[src/rtl/flatten_stream_pkg.sv]
// Shared types for the tensor flattener: element type and run-state encoding.
package flatten_stream_pkg;

  typedef logic signed [7:0] int8_t;

  typedef enum logic [1:0] {
    IDLE = 2'd0,
    RUN  = 2'd1,
    DONE = 2'd2
  } flatten_state_t;

endpackage

[src/rtl/flatten_stream_pingpong_buf.sv]
// Two chunk-wide buffers with full flags and write/read pointers; the read side
// presents one OUT_LANES-wide slice of the read buffer selected by the beat offset.
module flatten_stream_pingpong_buf
  import flatten_stream_pkg::*;
#(
  parameter int ELEM_BITS   = 8,
  parameter int CHUNK_ELEMS = 16,
  parameter int OUT_LANES   = 4
) (
  input  logic                                    clk,
  input  logic                                    reset,
  input  logic                                    flush,
  input  logic                                    wr_en,
  input  logic [CHUNK_ELEMS*ELEM_BITS-1:0]        wr_data,
  input  logic                                    rd_release,
  input  logic [$clog2(CHUNK_ELEMS/OUT_LANES)-1:0] beat,
  output logic                                    wr_full,
  output logic                                    rd_full,
  output logic [OUT_LANES*ELEM_BITS-1:0]          rd_data
);

  localparam int CHUNK_BITS = CHUNK_ELEMS * ELEM_BITS;
  localparam int LANE_BITS  = OUT_LANES * ELEM_BITS;
  localparam int BEATS      = CHUNK_ELEMS / OUT_LANES;
  localparam int BEAT_W     = $clog2(BEATS);

  logic [CHUNK_BITS-1:0] mem_q [2];
  logic [1:0]            full_q;
  logic                  wr_ptr;
  logic                  rd_ptr;

  // Writer only targets an empty buffer and reader only frees a full one,
  // so a write and a release in the same cycle never touch the same entry.
  always_ff @(posedge clk) begin
    if (reset) begin
      for (int i = 0; i < 2; i++) mem_q[i] <= '0;
      full_q <= '0;
      wr_ptr <= 1'b0;
      rd_ptr <= 1'b0;
    end else if (flush) begin
      full_q <= '0;
      wr_ptr <= 1'b0;
      rd_ptr <= 1'b0;
    end else begin
      if (wr_en) begin
        mem_q[wr_ptr]  <= wr_data;
        full_q[wr_ptr] <= 1'b1;
        wr_ptr         <= ~wr_ptr;
      end
      if (rd_release) begin
        full_q[rd_ptr] <= 1'b0;
        rd_ptr         <= ~rd_ptr;
      end
    end
  end

  assign wr_full = full_q[wr_ptr];
  assign rd_full = full_q[rd_ptr];

  always_comb begin
    rd_data = '0;
    for (int b = 0; b < BEATS; b++) begin
      if (beat == BEAT_W'(b)) rd_data = mem_q[rd_ptr][b*LANE_BITS +: LANE_BITS];
    end
  end

endmodule

[src/rtl/flatten_stream.sv]
// Streams an HxWxC tensor, fetched chunk by chunk into ping-pong buffers, out as
// OUT_LANES-element valid/ready beats in HWC order.
module flatten_stream
  import flatten_stream_pkg::*;
#(
  parameter int INPUT_HEIGHT   = 2,
  parameter int INPUT_WIDTH    = 2,
  parameter int INPUT_CHANNELS = 64,
  parameter int ELEM_BITS      = 8,
  parameter int CHUNK_ELEMS    = 16,
  parameter int OUT_LANES      = 4,
  parameter int ADDR_W         = 10
) (
  input  logic                                                       clk,
  input  logic                                                       reset,
  input  logic                                                       start_flatten,
  input  logic                                                       flatten_abort,
  input  logic [ADDR_W-1:0]                                          base_chunk_addr,
  output logic                                                       request_chunk,
  output logic [ADDR_W-1:0]                                          chunk_addr,
  input  logic [CHUNK_ELEMS*ELEM_BITS-1:0]                           input_chunk,
  input  logic                                                       chunk_valid,
  output logic                                                       out_valid,
  input  logic                                                       out_ready,
  output logic [OUT_LANES*ELEM_BITS-1:0]                             out_data,
  output logic [$clog2(INPUT_HEIGHT*INPUT_WIDTH*INPUT_CHANNELS)-1:0] out_addr,
  output logic                                                       out_last,
  output logic                                                       busy,
  output logic                                                       flatten_complete
);

  localparam int OUTPUT_SIZE  = INPUT_HEIGHT * INPUT_WIDTH * INPUT_CHANNELS;
  localparam int TOTAL_CHUNKS = OUTPUT_SIZE / CHUNK_ELEMS;
  localparam int BEATS        = CHUNK_ELEMS / OUT_LANES;
  localparam int OUT_ADDR_W   = $clog2(OUTPUT_SIZE);
  localparam int FETCH_W      = $clog2(TOTAL_CHUNKS + 1);
  localparam int BEAT_W       = $clog2(BEATS);
  localparam logic [OUT_ADDR_W-1:0] LAST_ADDR = OUT_ADDR_W'(OUTPUT_SIZE - OUT_LANES);

  if (OUTPUT_SIZE % CHUNK_ELEMS != 0) begin : g_bad_chunking
    $error("flatten_stream: OUTPUT_SIZE must be a multiple of CHUNK_ELEMS");
  end
  if ((CHUNK_ELEMS % OUT_LANES != 0) || (CHUNK_ELEMS / OUT_LANES < 2)) begin : g_bad_lanes
    $error("flatten_stream: CHUNK_ELEMS must be a multiple of OUT_LANES with at least 2 beats");
  end

  flatten_state_t          state_q;
  logic [FETCH_W-1:0]      fetch_q;
  logic [ADDR_W-1:0]       base_q;
  logic [BEAT_W-1:0]       beat_q;
  logic [OUT_ADDR_W-1:0]   addr_q;
  logic                    run;
  logic                    xfer;
  logic                    accept;
  logic                    chunk_end;
  logic                    flush;
  logic                    wr_full;
  logic                    rd_full;

  // Abort outranks every other event in its cycle, including a chunk arrival.
  assign run       = (state_q == RUN);
  assign xfer      = run & request_chunk & chunk_valid & ~flatten_abort;
  assign accept    = out_valid & out_ready & ~flatten_abort;
  assign chunk_end = accept & (beat_q == BEAT_W'(BEATS - 1));
  assign flush     = flatten_abort | (start_flatten & ~run);

  always_ff @(posedge clk) begin
    if (reset) begin
      state_q       <= IDLE;
      request_chunk <= 1'b0;
      fetch_q       <= '0;
      base_q        <= '0;
      beat_q        <= '0;
      addr_q        <= '0;
    end else if (flatten_abort) begin
      state_q       <= IDLE;
      request_chunk <= 1'b0;
      fetch_q       <= '0;
      beat_q        <= '0;
      addr_q        <= '0;
    end else if (!run) begin
      if (start_flatten) begin
        state_q       <= RUN;
        base_q        <= base_chunk_addr;
        request_chunk <= 1'b1;
        fetch_q       <= '0;
        beat_q        <= '0;
        addr_q        <= '0;
      end
    end else begin
      // One request outstanding at most; drop for a cycle after each transfer.
      if (xfer) begin
        fetch_q       <= fetch_q + FETCH_W'(1);
        request_chunk <= 1'b0;
      end else if (!request_chunk && (fetch_q < FETCH_W'(TOTAL_CHUNKS)) && !wr_full) begin
        request_chunk <= 1'b1;
      end
      if (accept) begin
        addr_q <= addr_q + OUT_ADDR_W'(OUT_LANES);
        beat_q <= chunk_end ? '0 : beat_q + BEAT_W'(1);
        if (addr_q == LAST_ADDR) state_q <= DONE;
      end
    end
  end

  flatten_stream_pingpong_buf #(
    .ELEM_BITS   (ELEM_BITS),
    .CHUNK_ELEMS (CHUNK_ELEMS),
    .OUT_LANES   (OUT_LANES)
  ) u_buf (
    .clk        (clk),
    .reset      (reset),
    .flush      (flush),
    .wr_en      (xfer),
    .wr_data    (input_chunk),
    .rd_release (chunk_end),
    .beat       (beat_q),
    .wr_full    (wr_full),
    .rd_full    (rd_full),
    .rd_data    (out_data)
  );

  assign chunk_addr       = base_q + ADDR_W'(fetch_q);
  assign out_valid        = run & rd_full;
  assign out_addr         = addr_q;
  assign out_last         = out_valid & (addr_q == LAST_ADDR);
  assign busy             = run;
  assign flatten_complete = (state_q == DONE);

endmodule

[config.mk]
export PLATFORM = sky130hd
export DESIGN_NAME = flatten_stream
export DESIGN_NICKNAME = d
export VERILOG_FILES = /design/src/rtl/flatten_stream_pkg.sv /design/src/rtl/flatten_stream_pingpong_buf.sv /design/src/rtl/flatten_stream.sv
export SDC_FILE = /design/constraint.sdc
export NUM_CORES = 1
export LEC_CHECK = 0
export ABC_AREA = 1
export BUFFER_PORTS_ARGS = -buffer_cell sky130_fd_sc_hd__buf_2
export CORE_ASPECT_RATIO = 2
export CORE_UTILIZATION = 35
export DETAILED_ROUTE_END_ITERATION = 8
export PLACE_DENSITY = 0.63
export SYNTH_ARGS = -nofsm -noshare
export SYNTH_HDL_FRONTEND = slang
export SYNTH_SLANG_ARGS = --single-unit
[constraint.sdc]
create_clock -name clk -period 9.7 [get_ports clk]
set_input_delay 1.94 -clock clk [delete_from_list [all_inputs] [get_ports clk]]
set_output_delay 1.94 -clock clk [all_outputs]
set_load 0.01 [all_outputs]
==> results.md <==
* Status: finished clean
* RR Endpoint: u_buf.mem_q[1][103]$_SDFFCE_PN0P_
* Worst-Skew Late Latency at about 0.53 ns
* CTS max path bufs at 3
* Setup Buffers After CTS at 0
* GRT met1 Usage at 0.1963
* Number of buffers created by CTS at 25
* Post-DP HPWL at around 23000 microns
* RSZ-0062 raised after global routing: no
* Initial core utilization at 0.3558
* Drt drc at 0
* Critical path's largest stage delay at 0.73 ns
* I/O Pins at a little under 200
* Type of origin of the critical path: flip-flop
* Critical Path Stages at 10
* Overall Power at between 0.002 and 0.003 W
* Synthesized cell area at 13800 sq um
* Maximum vdd drop at approximately 0.12 mV
* WL final at approximately 35000 microns
* Least-Margin Pin Slew at roughly 1 ns
* Post-DR vias/cell at approximately 4.6
* Initial antenna violation count at 3
* CP arrival at between 3 and 4 ns
* ANT nets after route at 0
* Crit path max-delay family: buffers and inverters
* Met3 GRT Util at 0.03189
* Tcrit/Tclk final at 0.5278
* Total negative slack at 0 ns
* Worst setup endpoint: out_data[17]
* Final #Nets at approximately 1800
* ANT cells at 0
* Ys Warns at 0
* R2R setup slack at 6.29 ns
* Crit-path max FO at a little under 70
* Register area share after synthesis at 0.6018
* Most frequent cells in the layout: nor2_1, edfxtp_1, nand2_1, inv_1, buf_2
* # H-tree levels at 1
* GRT Residual Overflow at 0
* Worst flop-to-flop path startpoint: state_q[0]$_SDFFE_PP0P_
* Yosys cell types at 31
* Endpoints failing setup at 0
* Number of global-route vias before repair at about 10000
* Syn_area_per_cell at around 9 sq um
* Drt pass-1 iters at 5
* Slew headroom at 0.3169
* Root Buffer: clkbuf_16
* Yosys reg bits at ~290
* Hold buffers post-CTS at 0
* Die Area at roughly 40000 sq um
* Critical path's most frequent cell: nand2_1
* First-pass GRT wire length at 53500 microns
* Max Cap Violations at 0
* Critical path, cell by cell: inv_4, buf_4, nand2_1, nand3_1, nand2_1, nand2_1, o21ai_1, nand2_1, o21ai_1, buf_2
* Fin. Hold Viols at 0
* Vias at between 10000 and 15000
* Final worst path period need at 5.120 ns
* P per Cell Area at around 160 nW/um^2
* Layout cells sized above 1 at 0.1585
* Clock sink total at 287
* Slowest-stage cell, CP: buf_4
* Maximum number of pins on one net before global-route repair at 96
* Met2 Usage GRT at 0.3157
* Crit Path Category: reg -> out
* Worst Hold Class: reg -> reg
* R2r worst-path depth at 7
* Max Fclk at 0.1953 GHz
* Num rows at between 100 and 150
* Die Ht at about 280 microns
* Most common cell after layout, fill and taps aside: nor2_1
* GP Congestion at slightly above 0.8
* CTS resizes at 0
* 1st-iter DRT viols at around 730
* Final Max Slew Viols at 0
* Per-cell routed wire length at between 15 and 20 microns
* LEAKAGE at ~7.5 nW
* CP required at 7.76 ns
* Port Buffers at a little under 200
* Core area at about 39000 sq um
* Tot GR Track Use at 0.1721
* Clock Skew at roughly 0.0094 ns
* CTS tree: yes
* Grt peak-use layer: met2
* Worst-path clk slew at about 0.06 ns
* Crit path capture type: output port
* Synth Instances at about 1500
* Die Wd at 142.4 microns
* Synthesis-to-layout area growth at 14.57%
* Critical path buffers and inverters at 3
==> cells by family after synthesis <==
logic type	synth area share
xor gates and xnor gates	0.005076
adders and majority gates	0.01233
DFF	0.6018
other	0.0002717
buffers and inverters	0.1053
and+or+nand+nor	0.2083
AOI/OAI and AO/OA	0.06689
==> metrics by stage <==
stage	cells	worst slack, ns	area (sq um)	util	hold slack, ns
floorplan	1532	3.770	13810	-	0.4552
global placement	2179	4.511	15040	0.3875	0.4788
detailed placement	2179	4.532	15040	0.3875	0.4844
CTS	2224	4.512	15820	0.4077	0.4977
global route	2224	4.371	15820	0.4077	0.5207
finish	2224	4.580	15820	0.4077	0.5017
==> power breakdown <==
part | switching [W] | internal (W) | total, W
combinational | 0.0000953 | 0.0000480 | 0.000143
sequential | 0.0000121 | 0.00138 | 0.00139
clock | 0.000441 | 0.000541 | 0.000983
==> synthesized netlist by cell type (all sizes together) <==
master	count	area share
nor2	378	0.10
edfxtp	256	0.56
nand2	256	0.071
inv	247	0.067
o21ai	133	0.048
nand3	64	0.024
buf	57	0.032
dfxtp	31	0.045
clkbuf	23	0.0063
a21oi	20	0.0073
ha	12	0.011
o211ai	11	0.0060
or2	11	0.0050
o21a	10	0.0054
xor2	8	0.0051
nand4	7	0.0032
nor3	3	0.0011
clkinv	1	0.00027
conb	1	0.00027
fa	1	0.0015
nand3b	1	0.00054
==> cell type report <==
type	count	area, sq um
Tap cell	520	650.6
Fill cell	3903	22980
Inverter	248	933.4
Clock inverter	10	107.6
Timing Repair Buffer	207	1064
Sequential cell	287	8312
Clock buffer	35	673.1
Multi-Input combinational cell	917	4076
==> flip-flops by register name, indices dropped and copies added (netlist names), named ones only <==
name and cells:
u_buf.rd_ptr 1, u_buf.mem_q 256, base_q 10, u_buf.full_q 2, u_buf.wr_ptr 1, request_chunk 1
beat_q 2, fetch_q 5, out_addr 6, state_q 2
==> worst reg2reg max path, delay by kind of cell, from the launching register on <==
kind	cells	cell delay [ns]
DFF	1	0.39
buffers and inverters	2	0.95
and+or+nand+nor	5	1.61
==> routing by layer <==
metal  up-vias  wire [microns]
met5         -              30
met4         6            1036
met3        52            1733
met2       248           18110
met1      4897           13870
li1       5133               -
==> worst min path at each step <==
stage	start	end	slack, ns	cells past startpoint
2_1_floorplan	u_buf.full_q[0]$_SDFF_PP0_	u_buf.full_q[0]$_SDFF_PP0_	0.46	2
3_5_place_dp	u_buf.full_q[0]$_SDFF_PP0_	u_buf.full_q[0]$_SDFF_PP0_	0.48	2
5_1_grt	u_buf.full_q[0]$_SDFF_PP0_	u_buf.full_q[0]$_SDFF_PP0_	0.52	2
3_3_place_gp	u_buf.full_q[0]$_SDFF_PP0_	u_buf.full_q[0]$_SDFF_PP0_	0.48	2
4_1_cts	u_buf.full_q[0]$_SDFF_PP0_	u_buf.full_q[0]$_SDFF_PP0_	0.50	2
6_report	u_buf.full_q[0]$_SDFF_PP0_	u_buf.full_q[0]$_SDFF_PP0_	0.50	2
No activity file was read; power rests on OpenSTA's default activity.
